`src/rtl/can_bit_timing_if.sv`:
```
// ---------------------------------------------------------------------------
// can_bit_timing_if
// Groups the bus-side signals of the CAN bit-timing front end.
//   RX        raw bus line into the bit-timing block (1 = recessive)
//   ERROR     error flag fed back from the frame stage
//   SP        one-clock sample-point strobe
//   RX_S      sampled bit value
//   BIT_START one-clock strobe at the first clock of each SYNC_SEG
//   BUS_IDLE  high while the bit-timing block is idle
//   HSYNC     one-clock strobe on a hard synchronisation
// Modports:
//   master : the side that drives RX/ERROR and consumes the timing outputs
//   slave  : the bit-timing block itself
// ---------------------------------------------------------------------------
interface can_bit_timing_if;
  logic RX;
  logic ERROR;
  logic SP;
  logic RX_S;
  logic BIT_START;
  logic BUS_IDLE;
  logic HSYNC;

  modport master (
    output RX, ERROR,
    input  SP, RX_S, BIT_START, BUS_IDLE, HSYNC
  );

  modport slave (
    input  RX, ERROR,
    output SP, RX_S, BIT_START, BUS_IDLE, HSYNC
  );
endinterface

```
`src/rtl/can_bit_timing.sv`:
```
// ---------------------------------------------------------------------------
// can_bit_timing
// Bit-timing front end for the CAN decoder: synchronises RX, hard-syncs on
// start-of-frame, resynchronises (SJW-limited) inside a frame and produces
// the sample-point strobe plus the sampled bit.
// Ports:
//   clock  system clock, rising edge
//   reset  synchronous active-high reset
//   bus    can_bit_timing_if.slave (RX, ERROR in; SP, RX_S, BIT_START,
//          BUS_IDLE, HSYNC out)
// Parameters: BRP (clocks per tq), TSEG1, TSEG2, SJW (all in tq).
// Optional feature: define TRIPLE_SAMPLE_EN to take RX_S as the majority of
// rx_q at the sample point and the two preceding tq ticks (needs TSEG1>=3).
// ---------------------------------------------------------------------------
module can_bit_timing #(
  parameter int BRP   = 4,
  parameter int TSEG1 = 5,
  parameter int TSEG2 = 2,
  parameter int SJW   = 1
) (
  input  logic            clock,
  input  logic            reset,
  can_bit_timing_if.slave bus
);

  localparam logic [0:0] ST_IDLE  = 1'b0;
  localparam logic [0:0] ST_FRAME = 1'b1;

  localparam int TQW = 6;
  localparam int QW  = 6;

  localparam logic [TQW-1:0] TQ_LAST = TQW'(BRP - 1);
  localparam logic [QW-1:0]  Q_SP    = QW'(TSEG1);
  localparam logic [QW-1:0]  Q_TSEG2 = QW'(TSEG2);
  localparam logic [QW-1:0]  Q_BIT   = QW'(1 + TSEG1 + TSEG2);
  localparam logic [QW-1:0]  Q_SJW   = QW'(SJW);

`ifdef TRIPLE_SAMPLE_EN
  if (TSEG1 < 3) begin : g_tseg1_check
    $error("can_bit_timing: TRIPLE_SAMPLE_EN requires TSEG1 >= 3");
  end
`endif

  function automatic logic [QW-1:0] clamp_sjw(input logic [QW-1:0] v);
    return (v > Q_SJW) ? Q_SJW : v;
  endfunction

  // Registers
  logic           sync1_q, rx_q, rx_prev_q;
  logic [0:0]     state_q, state_d;
  logic [TQW-1:0] tq_cnt_q, tq_cnt_d;
  logic [QW-1:0]  q_q, q_d;
  logic [QW-1:0]  ext_q, ext_d;
  logic [QW-1:0]  shr_q, shr_d;
  logic           synced_q, synced_d;
  logic           rx_s_q, rx_s_d;
  logic [3:0]     rec_q, rec_d;
  logic           bs_q, bs_d;

  // Combinational decode
  logic           fall, in_frame, hs, run, err, tick, rs, late, early;
  logic           sp, bit_end, sample;
  logic [TQW-1:0] tq_e;
  logic [QW-1:0]  q_e, ext_e, shr_e, ext_n, shr_n;
  logic           synced_e;

  assign fall     = rx_prev_q & ~rx_q;
  assign in_frame = (state_q == ST_FRAME);
  assign hs       = ~in_frame & fall;
  assign run      = in_frame | hs;
  assign err      = in_frame & bus.ERROR;

  // A hard sync makes the current clock the first clock of SYNC_SEG, so the
  // bit counters are viewed as zero in that cycle.
  assign tq_e     = hs ? '0 : tq_cnt_q;
  assign q_e      = hs ? '0 : q_q;
  assign ext_e    = hs ? '0 : ext_q;
  assign shr_e    = hs ? '0 : shr_q;
  assign synced_e = hs ? 1'b0 : synced_q;
  assign tick     = (tq_e == TQ_LAST);

  // Resync uses the pre-tick q; the new ext/shr apply on this very tick.
  assign rs    = in_frame & fall & rx_s_q & ~synced_q;
  assign late  = rs & (q_q != '0) & (q_q <= Q_SP);
  assign early = rs & (q_q > Q_SP);
  assign ext_n = late  ? clamp_sjw(q_q) : ext_e;
  assign shr_n = early ? clamp_sjw(Q_BIT - q_q) : shr_e;

  assign sp      = run & tick & (q_e == Q_SP + ext_n);
  // ">=" lets an early edge whose shortened end is already behind us end
  // the bit on the current tick.
  assign bit_end = run & tick & (q_e >= Q_SP + ext_n + Q_TSEG2 - shr_n);

`ifdef TRIPLE_SAMPLE_EN
  logic [1:0] hist_q, hist_d;

  function automatic logic maj3(input logic a, input logic b, input logic c);
    return (a & b) | (a & c) | (b & c);
  endfunction

  assign sample = maj3(rx_q, hist_q[1], hist_q[0]);

  always_comb begin
    hist_d = hist_q;
    if (run && tick) hist_d = {hist_q[0], rx_q};
  end

  always_ff @(posedge clock) begin
    if (reset) hist_q <= 2'b11;
    else       hist_q <= hist_d;
  end
`else
  assign sample = rx_q;
`endif

  always_comb begin
    state_d  = state_q;
    tq_cnt_d = tq_cnt_q;
    q_d      = q_q;
    ext_d    = ext_q;
    shr_d    = shr_q;
    synced_d = synced_q;
    rx_s_d   = rx_s_q;
    rec_d    = rec_q;
    bs_d     = 1'b0;
    if (err) begin
      // ERROR overrides resync and bit end
      state_d = ST_IDLE;
      rec_d   = '0;
    end else if (run) begin
      state_d  = ST_FRAME;
      tq_cnt_d = tick ? '0 : tq_e + 6'd1;
      q_d      = bit_end ? '0 : (tick ? q_e + 6'd1 : q_e);
      ext_d    = bit_end ? '0 : ext_n;
      shr_d    = bit_end ? '0 : shr_n;
      synced_d = bit_end ? 1'b0 : (synced_e | rs);
      bs_d     = bit_end;
      rec_d    = hs ? '0 : rec_q;
      if (sp) begin
        rx_s_d = sample;
        if (sample) begin
          rec_d = rec_q + 4'd1;
          // 11th consecutive recessive sample: bus is idle
          if (rec_q == 4'd10) state_d = ST_IDLE;
        end else begin
          rec_d = '0;
        end
      end
    end
  end

  always_ff @(posedge clock) begin
    if (reset) begin
      sync1_q   <= 1'b1;
      rx_q      <= 1'b1;
      rx_prev_q <= 1'b1;
      state_q   <= ST_IDLE;
      tq_cnt_q  <= 6'd1;
      q_q       <= 6'd1;
      ext_q     <= '0;
      shr_q     <= '0;
      synced_q  <= 1'b0;
      rx_s_q    <= 1'b1;
      rec_q     <= 4'd1;
      bs_q      <= 1'b0;
    end else begin
      sync1_q   <= bus.RX;
      rx_q      <= sync1_q;
      rx_prev_q <= rx_q;
      state_q   <= state_d;
      tq_cnt_q  <= tq_cnt_d;
      q_q       <= q_d;
      ext_q     <= ext_d;
      shr_q     <= shr_d;
      synced_q  <= synced_d;
      rx_s_q    <= rx_s_d;
      rec_q     <= rec_d;
      bs_q      <= bs_d;
    end
  end

  // Strobes are masked while reset is asserted so a mid-bit reset never
  // produces a sample point.
  assign bus.SP        = sp & ~reset;
  assign bus.HSYNC     = hs & ~reset;
  assign bus.BIT_START = (bs_q | hs) & ~reset;
  assign bus.RX_S      = (sp & ~reset) ? sample : rx_s_q;
  assign bus.BUS_IDLE  = ~in_frame & ~hs;

endmodule
```
`src/flat_wrapper.sv`:
```
// flat-port wrapper written by rule: the top's interface ports become plain ports
module can_bit_timing_flat 
#(
  parameter int BRP   = 4,
  parameter int TSEG1 = 5,
  parameter int TSEG2 = 2,
  parameter int SJW   = 1
)
  (clock, reset, bus_RX, bus_ERROR, bus_SP, bus_RX_S, bus_BIT_START, bus_BUS_IDLE, bus_HSYNC);
  can_bit_timing_if bus_i ();
  input  logic clock;
  input  logic reset;
  input wire logic [$bits(bus_i.RX)-1:0] bus_RX;
  input wire logic [$bits(bus_i.ERROR)-1:0] bus_ERROR;
  output wire logic [$bits(bus_i.SP)-1:0] bus_SP;
  output wire logic [$bits(bus_i.RX_S)-1:0] bus_RX_S;
  output wire logic [$bits(bus_i.BIT_START)-1:0] bus_BIT_START;
  output wire logic [$bits(bus_i.BUS_IDLE)-1:0] bus_BUS_IDLE;
  output wire logic [$bits(bus_i.HSYNC)-1:0] bus_HSYNC;
  assign bus_i.RX = bus_RX;
  assign bus_i.ERROR = bus_ERROR;
  assign bus_SP = bus_i.SP;
  assign bus_RX_S = bus_i.RX_S;
  assign bus_BIT_START = bus_i.BIT_START;
  assign bus_BUS_IDLE = bus_i.BUS_IDLE;
  assign bus_HSYNC = bus_i.HSYNC;
  can_bit_timing #(.BRP(BRP), .TSEG1(TSEG1), .TSEG2(TSEG2), .SJW(SJW)) u_core (.clock(clock), .reset(reset), .bus(bus_i));
endmodule
```
`config.mk`:
```
export PLATFORM = sky130hd
export DESIGN_NAME = can_bit_timing_flat
export DESIGN_NICKNAME = d
export VERILOG_FILES = /design/src/rtl/can_bit_timing_if.sv /design/src/rtl/can_bit_timing.sv /design/src/flat_wrapper.sv
export SDC_FILE = /design/constraint.sdc
export NUM_CORES = 1
export LEC_CHECK = 0
export CORE_MARGIN = 2
export CORE_UTILIZATION = 50
export CTS_CLUSTER_DIAMETER = 50
export DETAILED_ROUTE_END_ITERATION = 16
export PLACE_DENSITY = 0.73
export SYNTH_ARGS = -nofsm -noshare
export SYNTH_HDL_FRONTEND = slang
export SYNTH_SLANG_ARGS = --single-unit
```
`constraint.sdc`:
```
create_clock -name clock -period 5.1 [get_ports clock]
set_input_delay 1.53 -clock clock [delete_from_list [all_inputs] [get_ports clock]]
set_output_delay 1.53 -clock clock [all_outputs]
set_load 0.01 [all_outputs]
```
# == Word level (Yosys, flattened, before mapping) ==
# Cells that the tools add are included.
# totals
rom_bits,0
memories,0
out_inout_bits,5
register_bits,35
mem_bits_rw,0
latchBits,0
# op_classes
order_cmp,5
mul,0
n_reduce_logical,10
n_shift,0
bitwise,26
addsub,7
n_eq_ne,3
mux,24
div_mod_pow,0
# op_table
operator,count
2-to-1 mux 6 bit,13
AND 1 bit,16
adder 6 x 1 -> 6 bit (second input constant),2
> comparator 6 x 1 -> 1 bit (second input constant),2
2-to-1 mux 4 bit,3
2-to-1 mux 1 bit,8
inverter 1 bit,7
adder 3 x 6 -> 6 bit (first input constant),1
adder 6 x 2 -> 6 bit (second input constant),1
equality test 6 x 2 -> 1 bit (second input constant),1
equality test 6 bit,1
greater-or-equal comparator 6 bit,1
> comparator 6 x 3 -> 1 bit (second input constant),1
less-or-equal comparator 6 x 3 -> 1 bit (second input constant),1
AND reduction 2 bit,3
nonzero test 6 bit,1
subtractor 4 x 6 -> 6 bit (first input constant),1
subtractor 6 bit,1
adder 4 x 1 -> 4 bit (second input constant),1
equality test 4 bit (second input constant),1
nonzero test 2 bit,2
bitwise OR 1 bit,3
AND reduction 3 bit,1
nonzero test 3 bit,1
2 further kinds,2

# == Depth between registers and ports, before layout ==
# Gate-level depths: netlist (run 1).
# logic_depth
depth_word,14
mapped_depth,26

# == Worst setup path before layout (run 1) ==
# No wires, ideal clock.
# synth_path
path_type,register to output
from,register u_core.q_q[0]
to,output bus_RX_S
stages_incl_launch_ff,14
setup_slack_ns,0.111
t_arrival_ns,3.459
path_buffers,0
cell_sequence,dfxtp_1 inv_1 ha_1 or3b_1 nand4_1 nor3_1 or2_2 ha_1 nand4_1 o21ai_1 or4b_1 a21o_1 nor4_1 mux2_2
# synth_between
elab_chain_len,9
# synth_lines
item,line,source
from (decl),can_bit_timing.sv:52,"logic [QW-1:0] q_q, q_d;"
from (signal assigned),can_bit_timing.sv:172,q_q <= q_d;
"parallel branches: the longest is 5 deep, another holds > comparator 6 x 1 -> 1 bit",n/a,
equality test 6 bit (*),can_bit_timing.sv:89,assign sp = run & tick & (q_e == Q_SP + ext_n);
AND 1 bit (*),can_bit_timing.sv:89,
AND 1 bit (*),can_bit_timing.sv:187,assign bus.RX_S = (sp & ~reset) ? sample : rx_s_q;
2-to-1 mux 1 bit (*),can_bit_timing.sv:187,
to (decl),flat_wrapper.sv:16,output wire logic [$bits(bus_i.RX_S)-1:0] bus_RX_S;
# Every way passes the cells marked *.

# == Final worst setup path (run 1) ==
# Ends and elaborated chain as after synthesis.

==> flow_metrics.env, run 1 <==
export IMPL_worst_setup_path_start_kind="flop"
export IMPL_drtIter0Drc=242
export IMPL_crit_path_end_kind="primary output"
export IMPL_ys_types=62
export IMPL_antennaDiodeCount=0
export IMPL_area_growth_pct=21.8
export IMPL_viasPerCell=6.11
export IMPL_critPathMaxStageDelay_ns=0.46
export IMPL_setup_worst_path_class="flop to primary output"
export IMPL_fin_ws_ns=-0.0522
export IMPL_cts_root_buffer="clkbuf_8"
export IMPL_final_setup_tns_ns=-0.0522
export IMPL_max_cap_viol_count=0
export IMPL_cellLeakagePower_nw=1.39
export IMPL_grt_max_degree=33
export IMPL_status="finished with violations"
export IMPL_start_util_pct=52.6
export IMPL_dp_cells=462
export IMPL_wire_per_inst_um=16.7
export IMPL_crit_required_ns=3.57
export IMPL_dr_pass1_iters=5
export IMPL_multiInputGateArea_um2=1930
export IMPL_gr_total_overflow=0
export IMPL_htreeDepth=2
export IMPL_cpLargestDelayFamily="simple AND/OR/NAND/NOR gates"
export IMPL_rsz0062_at_grt="yes"
export IMPL_hold_violations=0
export IMPL_grt_pass1_vias=2736
export IMPL_fin_cells=471
export IMPL_violations="negative setup slack"
export IMPL_insertion_delay_ns=0.30
export IMPL_max_freq_mhz=194
export IMPL_worst_pin_slew_ns=0.678
export IMPL_synth_ff_type="dfxtp_1"
export IMPL_ys_ff_latch=35
export IMPL_cp_arrival_ns=3.62
export IMPL_maxSlewViolCount=0
export IMPL_drcViolationCount=0
export IMPL_yosysWarnings=0
export IMPL_routed_wl_mm=7.85
export IMPL_fin_util_pct=64.1
export IMPL_syn_num_nets=387
export IMPL_grt_util_all_layers_pct=26.7
export IMPL_antenna_left=0
export IMPL_grt_pass1_wl_mm=13.0
export IMPL_io_buffers=8
export IMPL_core_area_um2=5200
export IMPL_ir_drop_mv=0.135
export IMPL_path_max_fanout=3
export IMPL_synth_avg_cell_area_um2=7.65
export IMPL_cp_slowest_cell="or4b_1"
export IMPL_path_cells="inv_1, ha_1, or3b_4, nand4_1, nor3_2, or2_4, ha_4, nand4_1, o21ai_2, or4b_1, a21o_1, nor4_2, mux2_2, buf_2"
export IMPL_finClkSkew_ns=0.00934
export IMPL_setup_violations=1
export IMPL_final_cell_mix="buf_4, nand2_1, dfxtp_1, a21oi_1, ha_1"
export IMPL_die_y_um=78.0
export IMPL_netlist_area_um2=2740
export IMPL_cts_buffer_depth=2
export IMPL_drive_gt1_share_pct=21.4
export IMPL_hold_class="flop to flop"
export IMPL_die_x_um=78.0
export IMPL_nets=430
export IMPL_timing_final_crit_share_pct=101
export IMPL_seqCellArea_um2=702
export IMPL_dieArea_um2=6080
export IMPL_power_density_nw_per_um2=183
export IMPL_gp_congestion=0.941
export IMPL_cts_buffers=5
export IMPL_pre_cts_slack_ns=-0.258
export IMPL_synth_edf_count=0
export IMPL_path_clk_slew_ns=0.08
export IMPL_synthCells=358
export IMPL_num_rows=26
export IMPL_via_count=2880
export IMPL_fin_crit_ns=5.15
export IMPL_slew_headroom_pct=54.6
export IMPL_antenna_found_initial=0
export IMPL_p_total_w=0.000610
export IMPL_worst_path_buf_inv=2
export IMPL_layout_commonest_cell="buf_4"
export IMPL_dp_hpwl_mm=5.59
export IMPL_async_flop_share_pct=0
export IMPL_cts_sinks=35
export IMPL_num_io_pins=9
export IMPL_cts_tree="built"
export IMPL_ys_seq_area_share_pct=25.6
export IMPL_num_fill_cells=451
export IMPL_critPathMostFrequentCell="nand4_1"
==> synthesized netlist by cell type, drive strengths merged (4+ instances only) <==
master	number	area, um2
or2	4	25.0
nor4	8	50.1
ha	24	300
buf	5	35.0
a21oi	29	156
nor2	18	67.6
nand2	47	176
xnor2	5	43.8
nand3	13	65.1
a31oi	4	25.0
inv	21	78.8
nor3	12	60.1
xor2	7	61.3
clkbuf	15	57.6
and3	7	43.8
or3	5	32.5
o211ai	7	52.6
and2	4	25.0
o21ai	19	95.1
dfxtp	35	701
o31ai	4	30.0
a21o	6	45.0
nand4	5	31.3
==> where the power goes <==
part	switching [W]	internal [W]	leakage [nW]
Combinational	0.0000459	0.0000290	1.06
Clock	0.000112	0.000143	0.0502
Sequential	0.00000238	0.000277	0.283
==> path summary, 6_finish.rpt <==
path | from | end | slack [ns] | cells after the start
worst max-delay path | u_core.q_q[0]$_SDFFE_PP1P_ | bus_RX_S | -0.05 | 14
worst min-delay path | u_core.sync1_q$_SDFF_PP1_ | u_core.rx_q$_SDFF_PP1_ | 0.42 | 1
worst max register to register | u_core.q_q[0]$_SDFFE_PP1P_ | u_core.q_q[0]$_SDFFE_PP1P_ | 0.18 | 25
worst min register to register | u_core.sync1_q$_SDFF_PP1_ | u_core.rx_q$_SDFF_PP1_ | 0.42 | 1
==> metrics by stage <==
stage	hold WS, ns	cell area [um2]
2_1_floorplan	0.389	2740
3_3_place_gp	0.405	3160
3_5_place_dp	0.399	3160
4_1_cts	0.420	3310
5_1_grt	0.444	3330
6_report	0.416	3330
==> per-layer routing <==
layer / GRT usage, % / up-vias / wire, um
met2: 44.1 / 150 / 3620
met4: 9.47 / 0 / 209
met5: 0 / - / 0
met1: 35.1 / 1314 / 3410
li1: - / 1392 / -
met3: 4.53 / 24 / 611
==> registers in the layout (all words and copies together), names as in the netlist <==
signal	flops
u_core.rx_s_q	1
u_core.rec_q	4
u_core.bs_q	1
u_core.in_frame	1
u_core.ext_q	6
u_core.shr_q	6
u_core.synced_q	1
u_core.q_q	6
u_core.rx_q	1
u_core.tq_cnt_q	6
u_core.rx_prev_q	1
u_core.sync1_q	1
==> area by class of cell <==
cell class                 count  share of cell area, %
timing repair buffer          56                   12.9
clock buffer                   5                   2.06
multi-input combinational    282                   57.9
inverter                      21                   2.36
clock inverter                 2                   1.13
tap                           70                   2.63
sequential                    35                   21.1
==> logic make-up after synthesis <==
| logic type | count (synthesis) | synth area share, % |
|---|---|---|
| AND/OR/NAND/NOR | 146 | 28.4 |
| XOR/XNOR | 12 | 3.84 |
| AO/OA/AOI/OAI | 94 | 22.3 |
| adder cells (fa/ha/maj) | 25 | 11.7 |
| multiplexers | 5 | 1.92 |
| flip-flops | 35 | 25.6 |
| buffers and inverters | 41 | 6.26 |
==> what timing repair did <==
action | in CTS | in global routing
resized for setup | 17 | 9
pin swaps | 3 | 1
endpoints found under the setup margin | 12 | 18
cloned | 0 | 0
hold buffers | 0 | 0
buffers inserted | 2 | 0
(Power assumes the default switching activity.)
==> run 2, diff against run 1 <==
==> constraint.sdc (replaced) <==
create_clock -name clock -period 5.1 [get_ports clock]
set_input_delay 1.53 -clock clock [delete_from_list [all_inputs] [get_ports clock]]
set_output_delay 1.53 -clock clock [all_outputs]
set_load 0.1 [all_outputs]
==> flow_metrics.env, run 2 (same netlist as run 1, synthesis figures left out) <==
export IMPL_critPathMaxStageDelay_ns=0.44
export IMPL_met1_usage_pct=34.3
export IMPL_pre_cts_slack_ns=0.0209
export IMPL_path_depth=14
export IMPL_nets=411
export IMPL_die_y_um=78.0
export IMPL_cp_arrival_ns=3.57
export IMPL_antenna_found_initial=0
export IMPL_grt_pass1_vias=2525
export IMPL_via_count=2763
export IMPL_rsz0062_at_grt="yes"
export IMPL_whs_endpoint="u_core.rx_q$_SDFF_PP1_"
export IMPL_ir_drop_mv=0.143
export IMPL_timing_final_crit_share_pct=100
export IMPL_max_freq_mhz=196
export IMPL_hold_depth=1
export IMPL_grt_util_all_layers_pct=25.2
export IMPL_gr_total_overflow=0
export IMPL_final_setup_tns_ns=0
export IMPL_core_area_um2=5200
export IMPL_worst_path_buf_inv=2
export IMPL_cts_buffer_depth=2
export IMPL_p_total_w=0.000661
export IMPL_rr_worst_depth=26
export IMPL_fin_ws_ns=0.000923
export IMPL_cts_buffers=5
export IMPL_path_max_fanout=4
export IMPL_crit_required_ns=3.57
export IMPL_viasPerCell=6.10
export IMPL_fin_util_pct=64.1
export IMPL_wire_per_inst_um=16.5
export IMPL_path_clk_slew_ns=0.08
export IMPL_routed_wl_mm=7.48
export IMPL_slew_headroom_pct=35.6
export IMPL_dieArea_um2=6080
export IMPL_gr_usage_met2_pct=41.9
export IMPL_dpl_cell_area_um2=3060
export IMPL_path_cells="inv_4, ha_4, or3b_4, nand4_1, nor3_2, or2_4, ha_4, nand4_1, o21ai_2, or4b_1, a21o_1, nor4_4, mux2_4, buf_12"
export IMPL_dr_pass1_iters=5
export IMPL_maxSlewViolCount=0
export IMPL_power_density_nw_per_um2=198
export IMPL_final_cell_mix="nand2_1, dfxtp_1, buf_4, a21oi_1, ha_1"
export IMPL_hold_start="u_core.sync1_q$_SDFF_PP1_"
export IMPL_cpLargestDelayFamily="simple AND/OR/NAND/NOR gates"
export IMPL_antenna_left=0
export IMPL_grtUsageMet3_pct=4.19
export IMPL_die_x_um=78.0
export IMPL_area_growth_pct=21.8
export IMPL_drive_gt1_share_pct=20.1
export IMPL_status="finished, final reports clean"
export IMPL_num_rows=26
export IMPL_setup_violations=0
export IMPL_max_cap_viol_count=0
export IMPL_cts_root_buffer="clkbuf_8"
export IMPL_fin_area_um2=3330
export IMPL_start_util_pct=52.6
export IMPL_dp_hpwl_mm=5.32
export IMPL_grt_max_degree=33
export IMPL_cts_sinks=35
export IMPL_io_buffers=8
export IMPL_cellLeakagePower_nw=1.34
export IMPL_r2r_end="u_core.synced_q$_SDFFE_PP0P_"
export IMPL_grt_most_used_layer="met2"
export IMPL_drcViolationCount=0
export IMPL_antennaDiodeCount=0
export IMPL_cp_slowest_cell="or4b_1"
export IMPL_htreeDepth=2
export IMPL_num_io_pins=9
export IMPL_worst_setup_path_start_kind="flop"
export IMPL_r2r_slack_ns=0.17
export IMPL_gp_congestion=0.957
export IMPL_insertion_delay_ns=0.29
export IMPL_finClkSkew_ns=0.00570
export IMPL_cts_tree="built"
export IMPL_setup_worst_path_class="flop to primary output"
export IMPL_crit_path_end_kind="primary output"
export IMPL_grt_pass1_wl_mm=12.3
export IMPL_hold_violations=0
export IMPL_worst_pin_slew_ns=0.963
export IMPL_hold_class="flop to flop"
export IMPL_fin_crit_ns=5.10
export IMPL_layout_commonest_cell="nand2_1"
export IMPL_reg2reg_from="u_core.q_q[0]$_SDFFE_PP1P_"
export IMPL_drtIter0Drc=247
run 2: cell count changes in the layout (fill, tap and decap cells not counted), sizes merged:
cell | previous run | this run
bufinv | 1 | 2
clkinvlp | 1 | 0
buf | 49 | 33
clkdlybuf4s50 | 6 | 4
run 2: per-layer routing:
metal	up-vias	share of wire (%)	wire length (um)
li1	1352	-	-
met1	1297	45	3340
met2	105	48	3580
met3	9	6.5	490
met4	0	0.91	68
met5	-	0	0
run 2: worst max-delay path by stage:
stage / startpoint / endpoint
6_report: u_core.q_q[0]$_SDFFE_PP1P_ / bus_RX_S
3_3_place_gp: u_core.q_q[0]$_SDFFE_PP1P_ / bus_RX_S
5_1_grt: u_core.q_q[1]$_SDFFE_PP0P_ / bus_RX_S
3_5_place_dp: u_core.q_q[0]$_SDFFE_PP1P_ / bus_RX_S
2_1_floorplan: u_core.q_q[1]$_SDFFE_PP0P_ / bus_RX_S
4_1_cts: u_core.q_q[4]$_SDFFE_PP0P_ / bus_RX_S
run 2: layout make-up:
| type | instances | area [um2] |
|---|---|---|
| clock buffers | 6 | 72.6 |
| clock inverters | 2 | 60.1 |
| fillers | 431 | 1870 |
| inverters | 21 | 81.3 |
| multi-input cells | 282 | 1990 |
| flip-flops and latches | 35 | 706 |
| well taps | 70 | 87.6 |
| repair buffers | 37 | 338 |
run 2: stage by stage:
stage,cells,hold WS (ns)
after global routing,453,0.432
after floorplan,358,0.389
after global placement,442,0.392
final,453,0.413
after detailed placement,442,0.398
after CTS,453,0.417
run 2: power breakdown:
part / total, W / internal, W / switching (W)
sequential: 0.000280 / 0.000276 / 0.00000393
combinational: 0.0000756 / 0.0000258 / 0.0000498
clock: 0.000305 / 0.000196 / 0.000110
run 2: repair_timing:
| item | 4_1_cts | 5_1_grt |
|---|---|---|
| buffers inserted | 3 | 0 |
| hold buffers | 0 | 0 |
| gates resized for setup | 18 | 11 |
| setup endpoints to repair | 3 | 17 |
| pin swaps | 8 | 7 |
run 2: worst reg2reg max path, delay by kind of cell, from the launching register on:
family	cells	cell delay (ns)
AO/OA/AOI/OAI	5	0.93
XOR/XNOR	3	0.46
adder cells (fa/ha/maj)	6	1.51
buffers and inverters	7	0.53
flip-flops	1	0.39
AND/OR/NAND/NOR	5	1.01
